--- src/rtl/rs232_recv_cfg.sv ---
// Configurable RS-232 receiver: two-flop synchronizer, per-slot sample points and break recovery.
// Define RS232_RECV_MAJORITY_EN to take each bit as a 2-of-3 vote around its sample point.
module rs232_recv_cfg #(
    parameter real CLOCK_FREQ = 133000000.0,
    parameter real BAUD_RATE  = 115200.0,
    parameter int  DATA_BITS  = 8,
    parameter int  PARITY     = 0,
    parameter int  STOP_BITS  = 1
) (
    input  logic                 clock,
    input  logic                 reset,
    input  logic                 txd_pin,
    output logic                 ctsn_pin,
    input  logic                 afull,
    output logic [DATA_BITS-1:0] data,
    output logic                 wren,
    output logic                 frame_err,
    output logic                 parity_err
);

    localparam real UNIT      = CLOCK_FREQ / BAUD_RATE;
    localparam int  UNIT_CYC  = $rtoi(UNIT + 0.5);
    localparam int  PAR_SLOTS = (PARITY != 0) ? 1 : 0;
    localparam int  NSLOTS    = 1 + DATA_BITS + PAR_SLOTS + STOP_BITS;
    localparam int  LAST_SP   = $rtoi(UNIT * (real'(NSLOTS) - 0.5) + 0.5) - 1;
    localparam int  TW        = $clog2(LAST_SP + 2);
    localparam int  SW        = 4;
    localparam logic [SW-1:0] LAST_DATA = SW'(DATA_BITS);
    localparam logic [SW-1:0] LAST_SLOT = SW'(NSLOTS - 1);
    localparam logic [TW-1:0] UNIT_END  = TW'(UNIT_CYC - 1);

`ifdef RS232_RECV_MAJORITY_EN
    localparam logic [TW-1:0] SP_OFFSET = TW'(1);
`else
    localparam logic [TW-1:0] SP_OFFSET = '0;
`endif

    typedef enum logic [2:0] {
        S_IDLE,
        S_START,
        S_DATA,
        S_PARITY,
        S_STOP,
        S_WAIT_IDLE
    } state_t;

    state_t                 state_q, state_d;
    logic [TW-1:0]          timer_q, timer_d;
    logic [SW-1:0]          slot_q, slot_d;
    logic [DATA_BITS-1:0]   shift_q, shift_d;
    logic                   parAcc_q, parAcc_d;
    logic                   parBad_q, parBad_d;
    logic [DATA_BITS-1:0]   data_q, data_d;
    logic                   wren_q, wren_d;
    logic                   frameErr_q, frameErr_d;
    logic                   parityErr_q, parityErr_d;
    logic                   sync1_q, txd_q;
    logic                   ctsn_q;
    logic                   sampleBit;
    logic                   sampleNow;
    logic [TW-1:0]          spTable [16];

    // Sample point of every slot, fixed at elaboration from the real-valued bit period.
    for (genvar k = 0; k < 16; k++) begin : gSample
        if (k < NSLOTS) begin : gUsed
            localparam int SP = $rtoi(UNIT * (real'(k) + 0.5) + 0.5) - 1;
            assign spTable[k] = TW'(SP);
        end else begin : gUnused
            assign spTable[k] = '0;
        end
    end

`ifdef RS232_RECV_MAJORITY_EN
    logic txdD1_q, txdD2_q;

    always_ff @(posedge clock or posedge reset) begin
        if (reset) begin
            txdD1_q <= 1'b1;
            txdD2_q <= 1'b1;
        end else begin
            txdD1_q <= txd_q;
            txdD2_q <= txdD1_q;
        end
    end

    // Decision is taken one cycle late so the vote can include the cycle after the sample point.
    assign sampleBit = (txd_q & txdD1_q) | (txd_q & txdD2_q) | (txdD1_q & txdD2_q);
`else
    assign sampleBit = txd_q;
`endif

    assign sampleNow = (timer_q == (spTable[slot_q] + SP_OFFSET));

    always_ff @(posedge clock or posedge reset) begin
        if (reset) begin
            sync1_q     <= 1'b1;
            txd_q       <= 1'b1;
            state_q     <= S_IDLE;
            timer_q     <= '0;
            slot_q      <= '0;
            shift_q     <= '0;
            parAcc_q    <= 1'b0;
            parBad_q    <= 1'b0;
            data_q      <= '0;
            wren_q      <= 1'b0;
            frameErr_q  <= 1'b0;
            parityErr_q <= 1'b0;
            ctsn_q      <= 1'b1;
        end else begin
            sync1_q     <= txd_pin;
            txd_q       <= sync1_q;
            state_q     <= state_d;
            timer_q     <= timer_d;
            slot_q      <= slot_d;
            shift_q     <= shift_d;
            parAcc_q    <= parAcc_d;
            parBad_q    <= parBad_d;
            data_q      <= data_d;
            wren_q      <= wren_d;
            frameErr_q  <= frameErr_d;
            parityErr_q <= parityErr_d;
            ctsn_q      <= afull;
        end
    end

    always_comb begin
        state_d     = state_q;
        timer_d     = timer_q;
        slot_d      = slot_q;
        shift_d     = shift_q;
        parAcc_d    = parAcc_q;
        parBad_d    = parBad_q;
        data_d      = data_q;
        wren_d      = 1'b0;
        frameErr_d  = 1'b0;
        parityErr_d = 1'b0;

        case (state_q)
            S_IDLE: begin
                if (!txd_q) begin
                    state_d  = S_START;
                    timer_d  = '0;
                    slot_d   = '0;
                    parAcc_d = 1'b0;
                    parBad_d = 1'b0;
                end
            end

            // Break recovery: any low cycle restarts the count of consecutive highs.
            S_WAIT_IDLE: begin
                if (!txd_q) begin
                    timer_d = '0;
                end else if (timer_q == UNIT_END) begin
                    state_d = S_IDLE;
                    timer_d = '0;
                end else begin
                    timer_d = timer_q + TW'(1);
                end
            end

            default: begin
                timer_d = timer_q + TW'(1);
                if (sampleNow) begin
                    slot_d = slot_q + SW'(1);
                    case (state_q)
                        S_START: begin
                            state_d = sampleBit ? S_IDLE : S_DATA;
                        end
                        S_DATA: begin
                            shift_d  = {sampleBit, shift_q[DATA_BITS-1:1]};
                            parAcc_d = parAcc_q ^ sampleBit;
                            if (slot_q == LAST_DATA) begin
                                state_d = (PARITY != 0) ? S_PARITY : S_STOP;
                            end
                        end
                        S_PARITY: begin
                            parBad_d = parAcc_q ^ sampleBit ^ (PARITY == 1);
                            state_d  = S_STOP;
                        end
                        S_STOP: begin
                            if (!sampleBit) begin
                                frameErr_d = 1'b1;
                                state_d    = S_WAIT_IDLE;
                                timer_d    = '0;
                            end else if (slot_q == LAST_SLOT) begin
                                state_d = S_IDLE;
                                if (parBad_q) begin
                                    parityErr_d = 1'b1;
                                end else begin
                                    wren_d = 1'b1;
                                    data_d = shift_q;
                                end
                            end
                        end
                        default: begin
                            state_d = S_IDLE;
                        end
                    endcase
                end
            end
        endcase
    end

    assign data       = data_q;
    assign wren       = wren_q;
    assign frame_err  = frameErr_q;
    assign parity_err = parityErr_q;
    assign ctsn_pin   = ctsn_q;

endmodule

--- config.mk ---
export PLATFORM = sky130hd
export DESIGN_NAME = rs232_recv_cfg
export DESIGN_NICKNAME = d
export VERILOG_FILES = /design/src/rtl/rs232_recv_cfg.sv
export SDC_FILE = /design/constraint.sdc
export NUM_CORES = 1
export LEC_CHECK = 0
export BUFFER_PORTS_ARGS = -buffer_cell sky130_fd_sc_hd__buf_2
export CAP_MARGIN = 25
export CELL_PAD_IN_SITES_DETAIL_PLACEMENT = 0
export CELL_PAD_IN_SITES_GLOBAL_PLACEMENT = 1
export CORE_ASPECT_RATIO = 0.75
export CORE_MARGIN = 5
export CORE_UTILIZATION = 50
export DETAILED_ROUTE_END_ITERATION = 10
export PLACE_DENSITY_LB_ADDON = 0.1
export SYNTH_ARGS = -nofsm -noshare
export SYNTH_HDL_FRONTEND = slang
export SYNTH_SLANG_ARGS = --single-unit
--- constraint.sdc ---
create_clock -name clock -period 6.8 [get_ports clock]
set_clock_uncertainty 0.1 [all_clocks]
set_input_delay 0.34 -clock clock [delete_from_list [all_inputs] [get_ports clock]]
set_output_delay 0.34 -clock clock [all_outputs]
set_load 0.005 [all_outputs]
==> results of run 1 <==
final timing paths:
kind | slack [ns] | depth (start not counted) | endpoint | start
setup / recovery | 3.00 | 9 | timer_q[10] | slot_q[0]
hold / removal | 0.02 | 1 | ctsn_pin | afull
setup reg to reg | 3.00 | 9 | timer_q[10] | slot_q[0]
hold reg to reg | 0.26 | 0 | sampleBit | sync1_q
max in group asynchronous | 5.77 | 4 | sampleBit | reset
min in group asynchronous | 0.34 | 3 | shift_q[3] | reset
metrics by stage:
step | util [%] | setup slack [ns] | total power, mW | area [um^2]
finish | 54.12 | 2.998 | 0.4587 | 3137
global route | 54.12 | 2.700 | 0.4795 | 3137
CTS | 53.61 | 3.072 | 0.4630 | 3107
detailed placement | 51.99 | 3.083 | 0.2827 | 3013
global placement | 51.99 | 3.142 | 0.2825 | 3013
floorplan | - | 3.773 | 0.2797 | 2972
registers in the layout, summed over array words and instances, names as in the netlist, 3 cells and up:
name / cells
slot_q: 4
state_q: 3
shift_q: 8
timer_q: 14
data: 8
layout make-up:
type,instances,area share [%]
Multi-Input combinational cell,245,53.33
Tap cell,78,3.111
Clock buffer,5,2.194
Sequential cell,45,36.02
Clock inverter,3,0.7978
Timing Repair Buffer,18,3.590
Inverter,8,0.9573
layer usage:
metal | track usage [%] | part of all wire (%) | vias to the layer above
li1 | - | - | 1185
met4 | 5.730 | 1.2 | 0
met3 | 3.083 | 4.9 | 9
met5 | 0 | 0 | -
met1 | 28.88 | 53 | 1158
met2 | 24.93 | 41 | 71
cell families after synthesis:
logic type,after synthesis
compound gates,60
xor+xnor,3
fa+ha+maj,9
buf+inv,36
flops,45
mux,21
simple gates,152
synth_stat cells (5+ instances only):
cell	count	area (um^2)
a21oi_1	6	30.03
a41oi_1	6	52.55
clkbuf_1	20	75.07
dfrtp_1	42	1051
ha_1	9	112.6
inv_1	8	30.03
mux2_2	10	112.6
mux2_4	8	120.1
nand2_1	48	180.2
nand2b_1	6	37.54
nand3_1	15	75.07
nand4_1	9	56.30
nor2_1	17	63.81
nor3_1	13	65.06
nor4_1	7	43.79
o211ai_1	5	37.54
o21ai_0	11	55.05
or3_1	5	31.28
what timing repair did:
action / CTS / global route
endpoints found under the hold margin: 0 / 3
buffers inserted: 0 / 0
hold buffers: 0 / 1
power breakdown:
part	leakage [nW]	internal (mW)	switching (mW)
sequential	0.604	0.269	0.00121
combinational	0.810	0.00273	0.00584
clock	0.0447	0.0744	0.106
total	1.46	0.346	0.113
==> flow_summary.yaml, run 1 <==
status:
  status: "finished clean"
worst_setup_path:
  path_buf_inv: 1
  timing.critical_path.fanout_max: 16
  crit_path_cell_trace: "inv_1 > ha_1 > or3b_1 > a211oi_1 > o22a_1 > nor4b_4 > nand4_1 > a41oi_1 > nand2_1"
  endpoint_kind: "flop"
  worstSetupPathType: "reg2reg"
  cp_slowest_cell: "nand4_1"
  slowest_delay_ns: 0.76
  cp_top_family: "simple AND/OR/NAND/NOR gates"
  critPathRequiredTime_ns: 6.90
  worstSetupStartpointType: "flop"
  cp.arrival_ns: 3.90
timing:
  hold_ws_ns: 0.01698
  fin_crit_sh_pct: 55.92
  rsz0062_at_grt: "no"
  max_clock_freq_ghz: 0.2630
  report.final.hold_viol_count: 0
  tns_ns: 0
  setup_viol: 0
  worst_pin_slew_ns: 0.8276
  relSlewSlack_pct: 44.66
  slew_violations: 0
  min_period_ns: 3.802
synthesis:
  syn_inst: 326
  synth.distinct_cells: 59
  syn_avg_cell_area_um2: 9.115
  synth_nets: 339
  synth_top_family_by_area: "simple AND/OR/NAND/NOR gates"
  synth_area_mm2: 0.002972
  async_reset_ff_share_pct: 100.0
  ys_warn_count: 0
  synthSimpleGateAreaFrac_pct: 27.79
  synth_compound_area_share_pct: 14.99
  synth_fa_ha_area_share_pct: 3.789
  synthMuxAreaShare_pct: 8.842
  ys_ff_latch: 45
  synth_flop_cell: "dfrtp_1"
  ys_seq_area_share_pct: 38.02
  synth_edf_count: 0
  synthXorXnorAreaFrac_pct: 0.8842
layout:
  drive_above_1_share_pct: 17.59
  layout_commonest_cell: "nand2_1"
  fillers: 538
  mostFrequentLayoutCells: "nand2_1, dfrtp_1, nor2_1"
  syn_to_final_growth_pct: 5.558
  antennaDiodeCount: 0
  multiInputGateArea_mm2: 0.001673
  fin_cells: 402
  fin_nets: 336
  seqCellArea_mm2: 0.001130
routing:
  drtIter0Drc: 235
  drc: 0
  wire_per_inst_um: 16.69
  firstDrtPassIters: 5
  ant_nets: 0
  vias: 2423
  routed_wirelength_mm: 6.710
  vias_per_cell: 6.027
floorplan:
  ioPinCount: 16
  fp.dieH_um: 76.77
  core_mm2: 0.005796
  num_rows: 24
  start_util_pct: 51.27
  die_x_um: 99.02
  die-area_mm2: 0.007601
power:
  irDropWorstVdd_mv: 0.1055
  p_leak_nw: 1.459
  power_density_mw_per_mm2: 146.2
global_route:
  antenna_found_initial: 0
  grt_usage_pct: 18.28
  grt_pass1_wl_mm: 11.32
  overflow: 0
  grt_pass1_vias: 2166
  grt_max_degree: 46
hold_path:
  hold_class: "in2reg"
clocking:
  root_buffer: "clkbuf_8"
  cts_tree: "done"
  cts_sinks: 45
  cts_max_path_buffers: 2
  post_cts_resized: 0
  htreeDepth: 2
  cts_buffers: 5
  clkSlewWorstSetupHoldPaths_ns: 0.09
  clock_latency_ns: 0.31
placement:
  place.gp.congestion: 0.8627
  portBuffers: 15
  dp_hpwl_mm: 4.591
  dp_cells: 392
run:
  maxCapViolCount: 0
(Power assumes the default switching activity.)
==> run 2, diff against run 1 <==
- CORE_UTILIZATION: 50 -> 43
- clock period: 6.8 -> 3.39 ns (I/O delays scaled with it)
==> flow_summary.yaml, run 2 (synthesized netlist as in run 1, its figures left out) <==
status:
  status: "finished clean"
worst_setup_path:
  rr_worst_depth: 7
  worstSetupStartpointType: "flop"
  timing.rr.start: "slot_q[2]"
  rr_endpoint: "data[1]"
  worstSetupPathType: "reg2reg"
  cp.arrival_ns: 3.20
  startpoint: "slot_q[2]"
  crit_path_end: "data[1]"
  timing.critical_path.fanout_max: 25
  r2r_setup_slack_ns: 0.29
  endpoint_kind: "flop"
  critPathRequiredTime_ns: 3.49
placement:
  place.gp.congestion: 0.8375
  dp_hpwl_mm: 4.822
  preCtsSetupSlack_ns: 0.3013
  portBuffers: 15
routing:
  firstDrtPassIters: 5
  wire_per_inst_um: 16.75
  vias: 2431
  drtIter0Drc: 136
  ant_nets: 0
  vias_per_cell: 5.830
  routed_wirelength_mm: 6.985
  drc: 0
timing:
  relSlewSlack_pct: 53.85
  slew_violations: 0
  tns_ns: 0
  fin_crit_sh_pct: 91.36
  layout_setup_ws_ns: 0.2928
  worst_pin_slew_ns: 0.6922
  report.final.hold_viol_count: 0
  max_clock_freq_ghz: 0.3229
  min_period_ns: 3.097
  setup_viol: 0
  rsz0062_at_grt: "no"
power:
  power_density_mw_per_mm2: 288.6
  p_leak_nw: 1.503
  power_uw: 928.5
  irDropWorstVdd_mv: 0.1608
floorplan:
  start_util_pct: 43.92
  core_mm2: 0.006766
  num_rows: 26
  die-area_mm2: 0.008691
  ioPinCount: 16
  fp.dieH_um: 82.00
  die_x_um: 106.0
clocking:
  cts_max_path_buffers: 2
  cts_setup_buffers: 0
  hold_buffers: 2
  htreeDepth: 2
  clkSlewWorstSetupHoldPaths_ns: 0.09
  root_buffer: "clkbuf_8"
  post_cts_resized: 0
  cts_sinks: 45
  clock_latency_ns: 0.31
  cts_tree: "done"
  cts_buffers: 5
layout:
  largest_reg_flops: 14
  final_util_pct: 47.54
  fin_nets: 345
  layout_commonest_cell: "nand2_1"
  antennaDiodeCount: 0
  syn_to_final_growth_pct: 8.253
  drive_above_1_share_pct: 19.22
  mostFrequentLayoutCells: "nand2_1, dfrtp_1, nor2_1"
  top_register: "timer_q"
global_route:
  grt_max_degree: 46
  overflow: 0
  grt_pass1_vias: 2133
  grt_pass1_wl_mm: 11.38
  grt_usage_pct: 16.53
  antenna_found_initial: 0
run:
  maxCapViolCount: 0
hold_path:
  hold_class: "reg2reg"
[run 2: where the power goes]
group,switching (mW),internal [mW],leakage (nW)
Clock,0.216,0.151,0.0452
Sequential,0.00269,0.540,0.604
Combinational,0.0126,0.00688,0.854
[run 2: per-stage QoR]
stage	std cells	hold WS, ns	instance area, um^2
6_report	417	0.2611	3217
4_1_cts	415	0.03304	3187
2_1_floorplan	326	0.07398	2972
5_1_grt	417	0.2691	3217
3_3_place_gp	405	0.1754	3073
3_5_place_dp	405	0.1772	3073
[run 2: critical path: stages, from the launching register on]
cell and delay (ns):
dfrtp_1 0.80, or3b_1 0.44, a211oi_1 0.23, o22a_1 0.20
nor4b_4 0.23, nand2_2 0.08, or3_1 0.54, mux2_4 0.37
[run 2: metal layers]
layer	vias up	global-route usage, %	share of wire [%]
li1	1203	-	-
met5	-	0	0
met2	72	23.85	41
met4	0	3.105	0.60
met3	5	2.828	4.7
met1	1151	25.83	53
[run 2: how the worst min path moves through the flow]
stage | cells past startpoint | end | from
2_1_floorplan | 0 | ctsn_pin | afull
3_3_place_gp | 1 | sync1_q | txd_pin
3_5_place_dp | 1 | sync1_q | txd_pin
4_1_cts | 2 | data[2] | reset
5_1_grt | 0 | sampleBit | sync1_q
6_report | 0 | sampleBit | sync1_q
[run 2: final cells by class]
type,count,area [um^2]
Timing Repair Buffer,27,185.2
Multi-Input combinational cell,245,1673
Clock buffer,5,68.82
Sequential cell,45,1130
Fill cell,647,3550
Inverter,8,30.03
Clock inverter,3,25.02
Tap cell,84,105.1
